## src/rtl/bpug_sequencer.sv

```systemverilog
// Issue-side sequencer for one BPU group: weight load, image prime, then compute/shift/reload per row.
// Optional stall counter output perf_stall is built when BPUG_SEQ_PERF_EN is defined.
module bpug_sequencer #(
  parameter int NUM_BPU   = 8,
  parameter int WGT_BYTES = 7,
  parameter int CMP_CYC   = 2
) (
  input  logic        clk,
  input  logic        rst,
  input  logic        start,
  input  logic [5:0]  cfg_rows,
  input  logic [4:0]  cfg_op,
  input  logic        cfg_sel,
  input  logic [7:0]  s_data,
  input  logic        s_valid,
  output logic        s_ready,
  output logic [12:0] bpug_instr,
  output logic [7:0]  bpug_data,
  output logic        bpug_enable,
  output logic        bpug_sel,
  output logic        busy,
  output logic        done
`ifdef BPUG_SEQ_PERF_EN
  ,
  output logic [15:0] perf_stall
`endif
);

  localparam int CMP_W = (2 * CMP_CYC > 1) ? $clog2(2 * CMP_CYC) : 1;
  localparam logic [2:0]       K_LAST   = 3'(WGT_BYTES - 1);
  localparam logic [2:0]       B_LAST   = 3'(NUM_BPU - 1);
  localparam logic [2:0]       BYTE_LAST = 3'd7;
  localparam logic [CMP_W-1:0] CMP_LAST = CMP_W'(2 * CMP_CYC - 1);
  localparam logic [CMP_W-1:0] CMP_HALF = CMP_W'(CMP_CYC);

  typedef enum logic [2:0] {
    S_IDLE,
    S_WGT,
    S_IMG_LO,
    S_IMG_HI,
    S_COMPUTE,
    S_UP,
    S_ROW
  } state_t;

  state_t           state_q;
  state_t           state_d;
  logic [2:0]       k_q;
  logic [2:0]       b_q;
  logic [2:0]       byte_q;
  logic [CMP_W-1:0] cmp_q;
  logic [5:0]       rows_q;
  logic [4:0]       op_q;

  logic        load_st;
  logic        take;
  logic        start_acc;
  logic        wgt_last;
  logic        byte_last;
  logic        cmp_last;
  logic        data_sel;

  logic [12:0] instr_d;
  logic [7:0]  data_d;
  logic        en_d;
  logic        done_d;

  assign load_st   = (state_q == S_WGT) || (state_q == S_IMG_LO) ||
                     (state_q == S_IMG_HI) || (state_q == S_ROW);
  assign s_ready   = load_st;
  assign take      = load_st && s_valid;
  assign start_acc = start && (state_q == S_IDLE) && !busy;
  assign wgt_last  = (b_q == B_LAST) && (k_q == K_LAST);
  assign byte_last = (byte_q == BYTE_LAST);
  assign cmp_last  = (cmp_q == CMP_LAST);
  assign data_sel  = (cmp_q >= CMP_HALF);

  always_ff @(posedge clk or negedge rst) begin
    if (!rst) begin
      state_q <= S_IDLE;
    end else begin
      state_q <= state_d;
    end
  end

  always_comb begin
    state_d = state_q;
    case (state_q)
      S_IDLE:    if (start_acc) state_d = S_WGT;
      S_WGT:     if (take && wgt_last) state_d = S_IMG_LO;
      S_IMG_LO:  if (take && byte_last) state_d = S_IMG_HI;
      S_IMG_HI:  if (take && byte_last) state_d = S_COMPUTE;
      S_COMPUTE: if (cmp_last) state_d = (rows_q == 6'd0) ? S_IDLE : S_UP;
      S_UP:      state_d = S_ROW;
      S_ROW:     if (take && byte_last) state_d = S_COMPUTE;
      default:   state_d = S_IDLE;
    endcase
  end

  // Word to be presented on the next cycle; a stalled load state leaves it as an all-zero NOP.
  always_comb begin
    instr_d = 13'd0;
    data_d  = 8'd0;
    en_d    = 1'b0;
    done_d  = 1'b0;
    case (state_q)
      S_WGT: begin
        if (take) begin
          instr_d = {b_q, 1'b0, 1'b0, 2'b01, 1'b0, 5'd0};
          data_d  = s_data;
          en_d    = 1'b1;
        end
      end
      S_IMG_LO, S_ROW: begin
        if (take) begin
          instr_d = {3'd0, 1'b0, 1'b0, 2'b10, 1'b0, 5'd0};
          data_d  = s_data;
          en_d    = 1'b1;
        end
      end
      S_IMG_HI: begin
        if (take) begin
          instr_d = {3'd0, 1'b1, 1'b0, 2'b10, 1'b0, 5'd0};
          data_d  = s_data;
          en_d    = 1'b1;
        end
      end
      S_COMPUTE: begin
        instr_d = {3'd0, 1'b0, 1'b0, 2'b00, data_sel, op_q};
        en_d    = 1'b1;
        done_d  = cmp_last && (rows_q == 6'd0);
      end
      S_UP: begin
        instr_d = {3'd0, 1'b0, 1'b1, 2'b00, 1'b0, 5'd0};
        en_d    = 1'b1;
      end
      default: begin
        instr_d = 13'd0;
      end
    endcase
  end

  always_ff @(posedge clk or negedge rst) begin
    if (!rst) begin
      bpug_instr  <= 13'd0;
      bpug_data   <= 8'd0;
      bpug_enable <= 1'b0;
      done        <= 1'b0;
    end else begin
      bpug_instr  <= instr_d;
      bpug_data   <= data_d;
      bpug_enable <= en_d;
      done        <= done_d;
    end
  end

  // busy and the group select stay up through the done cycle and drop on the following edge.
  always_ff @(posedge clk or negedge rst) begin
    if (!rst) begin
      busy     <= 1'b0;
      bpug_sel <= 1'b0;
    end else if (start_acc) begin
      busy     <= 1'b1;
      bpug_sel <= cfg_sel;
    end else if (done) begin
      busy     <= 1'b0;
      bpug_sel <= 1'b0;
    end
  end

  always_ff @(posedge clk or negedge rst) begin
    if (!rst) begin
      k_q    <= 3'd0;
      b_q    <= 3'd0;
      byte_q <= 3'd0;
      cmp_q  <= '0;
      rows_q <= 6'd0;
      op_q   <= 5'd0;
    end else if (start_acc) begin
      k_q    <= 3'd0;
      b_q    <= 3'd0;
      byte_q <= 3'd0;
      cmp_q  <= '0;
      rows_q <= cfg_rows;
      op_q   <= cfg_op;
    end else begin
      case (state_q)
        S_WGT: begin
          if (take) begin
            if (k_q == K_LAST) begin
              k_q <= 3'd0;
              b_q <= (b_q == B_LAST) ? 3'd0 : b_q + 3'd1;
            end else begin
              k_q <= k_q + 3'd1;
            end
          end
        end
        S_IMG_LO, S_IMG_HI: begin
          if (take) byte_q <= byte_q + 3'd1;
        end
        S_ROW: begin
          if (take) begin
            byte_q <= byte_q + 3'd1;
            if (byte_last) rows_q <= rows_q - 6'd1;
          end
        end
        S_COMPUTE: begin
          cmp_q <= cmp_last ? '0 : cmp_q + CMP_W'(1);
        end
        default: begin
          k_q <= k_q;
        end
      endcase
    end
  end

`ifdef BPUG_SEQ_PERF_EN
  always_ff @(posedge clk or negedge rst) begin
    if (!rst) begin
      perf_stall <= 16'd0;
    end else if (start_acc) begin
      perf_stall <= 16'd0;
    end else if (load_st && !s_valid && (perf_stall != 16'hFFFF)) begin
      perf_stall <= perf_stall + 16'd1;
    end
  end
`endif

endmodule

```

## config.mk

```make
export PLATFORM = sky130hd
export DESIGN_NAME = bpug_sequencer
export DESIGN_NICKNAME = d
export VERILOG_FILES = /design/src/rtl/bpug_sequencer.sv
export SDC_FILE = /design/constraint.sdc
export NUM_CORES = 1
export LEC_CHECK = 0
export CORE_MARGIN = 8
export CORE_UTILIZATION = 48
export DETAILED_ROUTE_END_ITERATION = 8
export HOLD_SLACK_MARGIN = 0.1
export PLACE_DENSITY = 0.77
export SYNTH_ARGS = -nofsm -noshare
export SYNTH_HDL_FRONTEND = slang
export SYNTH_SLANG_ARGS = --single-unit
```

## constraint.sdc

```tcl
create_clock -name clk -period 2.5 [get_ports clk]
set_clock_uncertainty 0.2 [all_clocks]
set_input_delay 0.5 -clock clk [delete_from_list [all_inputs] [get_ports clk]]
set_output_delay 0.5 -clock clk [all_outputs]
set_load 0.05 [all_outputs]
```

==> report_table.html <==
<table>
<tr><th>Metric</th><th>Value</th></tr>
<tr><th colspan="2">Layout</th></tr>
<tr><td>Commonest non-fill, non-tap cell in the layout</td><td>sky130_fd_sc_hd__dfrtp_1</td></tr>
<tr><td>Final-stage net count</td><td>272</td></tr>
<tr><td>Ratio of cells with drive above 1 in the final layout</td><td>0.07851</td></tr>
<tr><td>Top library cells by usage in the layout, fill and taps aside</td><td>sky130_fd_sc_hd__dfrtp_1 (50), sky130_fd_sc_hd__clkdlybuf4s50_1 (47), sky130_fd_sc_hd__nor2_1 (15)</td></tr>
<tr><td>Post-layout util</td><td>0.6455</td></tr>
<tr><td>Area growth from synthesis to final layout</td><td>29.18%</td></tr>
<tr><td>Antenna diode instance count</td><td>0</td></tr>
<tr><td>Area of all placed cells without fillers</td><td>0.002830 mm2</td></tr>
<tr><th colspan="2">Power</th></tr>
<tr><td>Worst-case vdd ir drop</td><td>0.0004156 V</td></tr>
<tr><td>Total power consumption of the routed design</td><td>0.002620 W</td></tr>
<tr><td>Power per unit of standard cell area</td><td>925.6 mW/mm2</td></tr>
<tr><td>Leakage Power</td><td>1.373 nW</td></tr>
<tr><th colspan="2">CTS</th></tr>
<tr><td>Root buffer cell</td><td>sky130_fd_sc_hd__clkbuf_8</td></tr>
<tr><td>Number of buffers between clock root and the deepest sink</td><td>2</td></tr>
<tr><td>Clk sinks</td><td>50</td></tr>
<tr><td>Skew-Pair Late Insertion Delay</td><td>0.29 ns</td></tr>
<tr><td>Clock-pin slew of the registers on the worst-case setup and hold paths</td><td>0.08 ns</td></tr>
<tr><td>Count of instances resized after the clock tree is built</td><td>0</td></tr>
<tr><td>TritonCTS buffer count</td><td>5</td></tr>
<tr><td>Clock tree from TritonCTS</td><td>built</td></tr>
<tr><td>CTS hold repair buffers</td><td>0</td></tr>
<tr><td>CTS H-tree depth</td><td>2</td></tr>
<tr><td>Post-CTS Repair Setup Buffers</td><td>0</td></tr>
<tr><th colspan="2">Floorplan</th></tr>
<tr><td>Die Height</td><td>83.56 um</td></tr>
<tr><td>Number of I/O pins</td><td>50</td></tr>
<tr><td>Site row count</td><td>24</td></tr>
<tr><td>Total Die Area</td><td>0.006982 mm2</td></tr>
<tr><td>Die outline width</td><td>83.56 um</td></tr>
<tr><td>Initial core utilization</td><td>0.4997</td></tr>
<tr><td>Std-Cell Core Area</td><td>0.004384 mm2</td></tr>
<tr><th colspan="2">Synth</th></tr>
<tr><td>Number of synthesized flops with an enable pin</td><td>0</td></tr>
<tr><td>Synth Warn #</td><td>0</td></tr>
<tr><td>Number of register bits inferred by synthesis</td><td>50</td></tr>
<tr><td>Post-synthesis sequential area ratio</td><td>0.5711</td></tr>
<tr><td>Proportion of register bits with asynchronous set or reset after synthesis</td><td>1.000</td></tr>
<tr><td>Gate Count Post-Synth</td><td>188</td></tr>
<tr><td>Mean instance size in the synthesized netlist</td><td>11.65 um2</td></tr>
<tr><td>Mapped Nets</td><td>219</td></tr>
<tr><td>Post-synth top flop</td><td>sky130_fd_sc_hd__dfrtp_1</td></tr>
<tr><td>Post-Syn Area</td><td>0.002191 mm2</td></tr>
<tr><td>Unique masters post-synth</td><td>41</td></tr>
<tr><th colspan="2">Placement</th></tr>
<tr><td>Routability-driven placement congestion ratio</td><td>0.7569</td></tr>
<tr><td>Number of buffers inserted by port buffering</td><td>49</td></tr>
<tr><td>Total cell area at the placement stage</td><td>0.002739 mm2</td></tr>
<tr><td>Post-placement worst setup slack</td><td>0.2774 ns</td></tr>
<tr><td>Detailed Place HPWL</td><td>3043 um</td></tr>
<tr><th colspan="2">Timing</th></tr>
<tr><td>Setup repair after global routing missed its margin</td><td>false</td></tr>
<tr><td>Worst-Margin Slew</td><td>0.6182 ns</td></tr>
<tr><td>Number of pins exceeding their max-slew limit in the final report</td><td>0</td></tr>
<tr><td>Final hold vios</td><td>0</td></tr>
<tr><td>Post-route setup TNS</td><td>0 ns</td></tr>
<tr><td>Minimum clock period</td><td>2.245 ns</td></tr>
<tr><td>Post-layout worst setup margin</td><td>0.2546 ns</td></tr>
<tr><td>Relative slew slack</td><td>0.5879</td></tr>
<tr><td>Count of final setup violators</td><td>0</td></tr>
<tr><td>Crit share post-route</td><td>0.8982</td></tr>
<tr><td>Highest Clock Rate</td><td>445.4 MHz</td></tr>
<tr><th colspan="2">Global route</th></tr>
<tr><td>Global routing usage on met1</td><td>0.1533</td></tr>
<tr><td>Met2 layer usage reported by global route</td><td>0.1993</td></tr>
<tr><td>Largest net degree at the start of global routing</td><td>51</td></tr>
<tr><td>Number of antenna violations at the first check in global routing</td><td>0</td></tr>
<tr><td>Global-route track usage on met3</td><td>0.05273</td></tr>
<tr><td>Grt peak-use layer</td><td>met2</td></tr>
<tr><td>Global-route usage over all layers</td><td>0.1259</td></tr>
<tr><td>Global-route wire length before repair</td><td>7376 um</td></tr>
<tr><td>Vias in the first global route</td><td>1550</td></tr>
<tr><td>Total grt overflow</td><td>0</td></tr>
<tr><th colspan="2">Route</th></tr>
<tr><td>Remaining routing DRC violations</td><td>0</td></tr>
<tr><td>Number of nets still failing antenna checks after routing</td><td>0</td></tr>
<tr><td>Routed vias</td><td>1530</td></tr>
<tr><td>Wirelength, routed</td><td>4273 um</td></tr>
<tr><td>Drt wl/cell</td><td>14.53 um</td></tr>
<tr><td>Number of vias per cell after detailed routing</td><td>5.204</td></tr>
<tr><td>Iteration-0 DRC count of the detailed router</td><td>79</td></tr>
<tr><td>DR pass1 iterations</td><td>4</td></tr>
<tr><th colspan="2">Hold path</th></tr>
<tr><td>Worst min-delay path category</td><td>in2async</td></tr>
<tr><th colspan="2">Status</th></tr>
<tr><td>Status</td><td>finished clean</td></tr>
<tr><th colspan="2">Worst setup path</th></tr>
<tr><td>Startpoint Class</td><td>flop</td></tr>
<tr><td>Nature of the critical path endpoint</td><td>primary output</td></tr>
<tr><td>Required time of the critical path</td><td>1.80 ns</td></tr>
<tr><td>Critical-path maximum fanout</td><td>12</td></tr>
<tr><td>Worst r2r path cells</td><td>6</td></tr>
<tr><td>Data arrival time of the critical path</td><td>1.55 ns</td></tr>
<tr><td>Critical setup path kind</td><td>reg2out</td></tr>
<tr><th colspan="2">Job</th></tr>
<tr><td>Max Cap Viol</td><td>0</td></tr>
</table>
stage by stage:
step,hold slack [ns],cells
floorplan,0.004409,188
global placement,0.2521,286
detailed placement,0.2637,286
CTS,0.1293,294
global route,0.1536,294
finish,0.09759,294
layout make-up:
| cell class | instances | area, um2 |
|---|---|---|
| Clock inverter | 1 | 5.005 |
| Timing Repair Buffer | 54 | 533.0 |
| Multi-Input combinational cell | 125 | 870.8 |
| Fill cell | 347 | 1554 |
| Inverter | 5 | 18.77 |
| Tap cell | 52 | 65.06 |
| Clock buffer | 7 | 86.33 |
| Sequential cell | 50 | 1251 |
cell families after synthesis:
kind of cell             count (synthesis)  synth area share
AO/OA/AOI/OAI                           27           0.07424
XOR/XNOR                                 6           0.02399
adder cells (fa/ha/maj)                  7           0.03998
buffers and inverters                   13           0.03141
flip-flops                              50            0.5711
multiplexers                            14           0.06739
AND/OR/NAND/NOR                         71            0.1919
state kept, by name, summed over array words and instances (netlist names), 2 cells and up:
register / count
bpug_data: 8
bpug_instr: 13
k_q: 3
op_q: 5
byte_q: 3
state_q: 3
cmp_q: 2
rows_q: 6
b_q: 3
synthesized netlist by cell type (all sizes together), types with 2 or more instances:
library cell  number  area share
and4bb             2       0.011
nor3               2      0.0046
o21ai             11       0.025
xnor2              2      0.0080
and3              10       0.029
mux2               6       0.031
a211oi             2      0.0069
nor2              16       0.029
a21o               2      0.0069
buf                7       0.021
a21oi              6       0.014
nand2b             4       0.011
xor2               4       0.016
ha                 7       0.040
nand2             12       0.022
nand3b             3       0.010
and4b              3       0.014
and2               8       0.023
dfrtp             50        0.57
inv                5      0.0086
o21a               2      0.0069
mux2i              8       0.037
nand3              4      0.0091
worst max-delay path: stages, from the launching register on:
cell and delay, ns:
sky130_fd_sc_hd__dfrtp_1 0.50, sky130_fd_sc_hd__nand2_1 0.20, sky130_fd_sc_hd__o21a_1 0.36, sky130_fd_sc_hd__buf_12 0.19
power by group:
| part | switching [W] | internal (W) |
|---|---|---|
| registers | 0.000189 | 0.00101 |
| logic | 0.000541 | 0.000408 |
| clock network | 0.000251 | 0.000224 |
worst paths after layout:
kind                                        startpoint                 endpoint  slack (ns)
worst max-delay path            state_q[0]$_DFFE_PN0P_                  s_ready        0.25
worst min-delay path                               rst  bpug_instr[9]$_DFF_PN0_         0.1
worst max register to register      b_q[0]$_DFFE_PN0P_   state_q[0]$_DFFE_PN0P_        0.65
worst min register to register     op_q[1]$_DFFE_PN0P_  bpug_instr[1]$_DFF_PN0_        0.28
max in group asynchronous                          rst    byte_q[1]$_DFFE_PN0P_        1.58
min in group clk                   op_q[1]$_DFFE_PN0P_  bpug_instr[1]$_DFF_PN0_        0.28
per-layer routing:
metal,routed length [um],vias to the layer above,part of all wire
li1,-,755,-
met3,246,7,0.058
met4,41,0,0.0096
met5,0,-,0
met1,1977,727,0.46
met2,2008,41,0.47
Power figures use the tool's default switching activity.
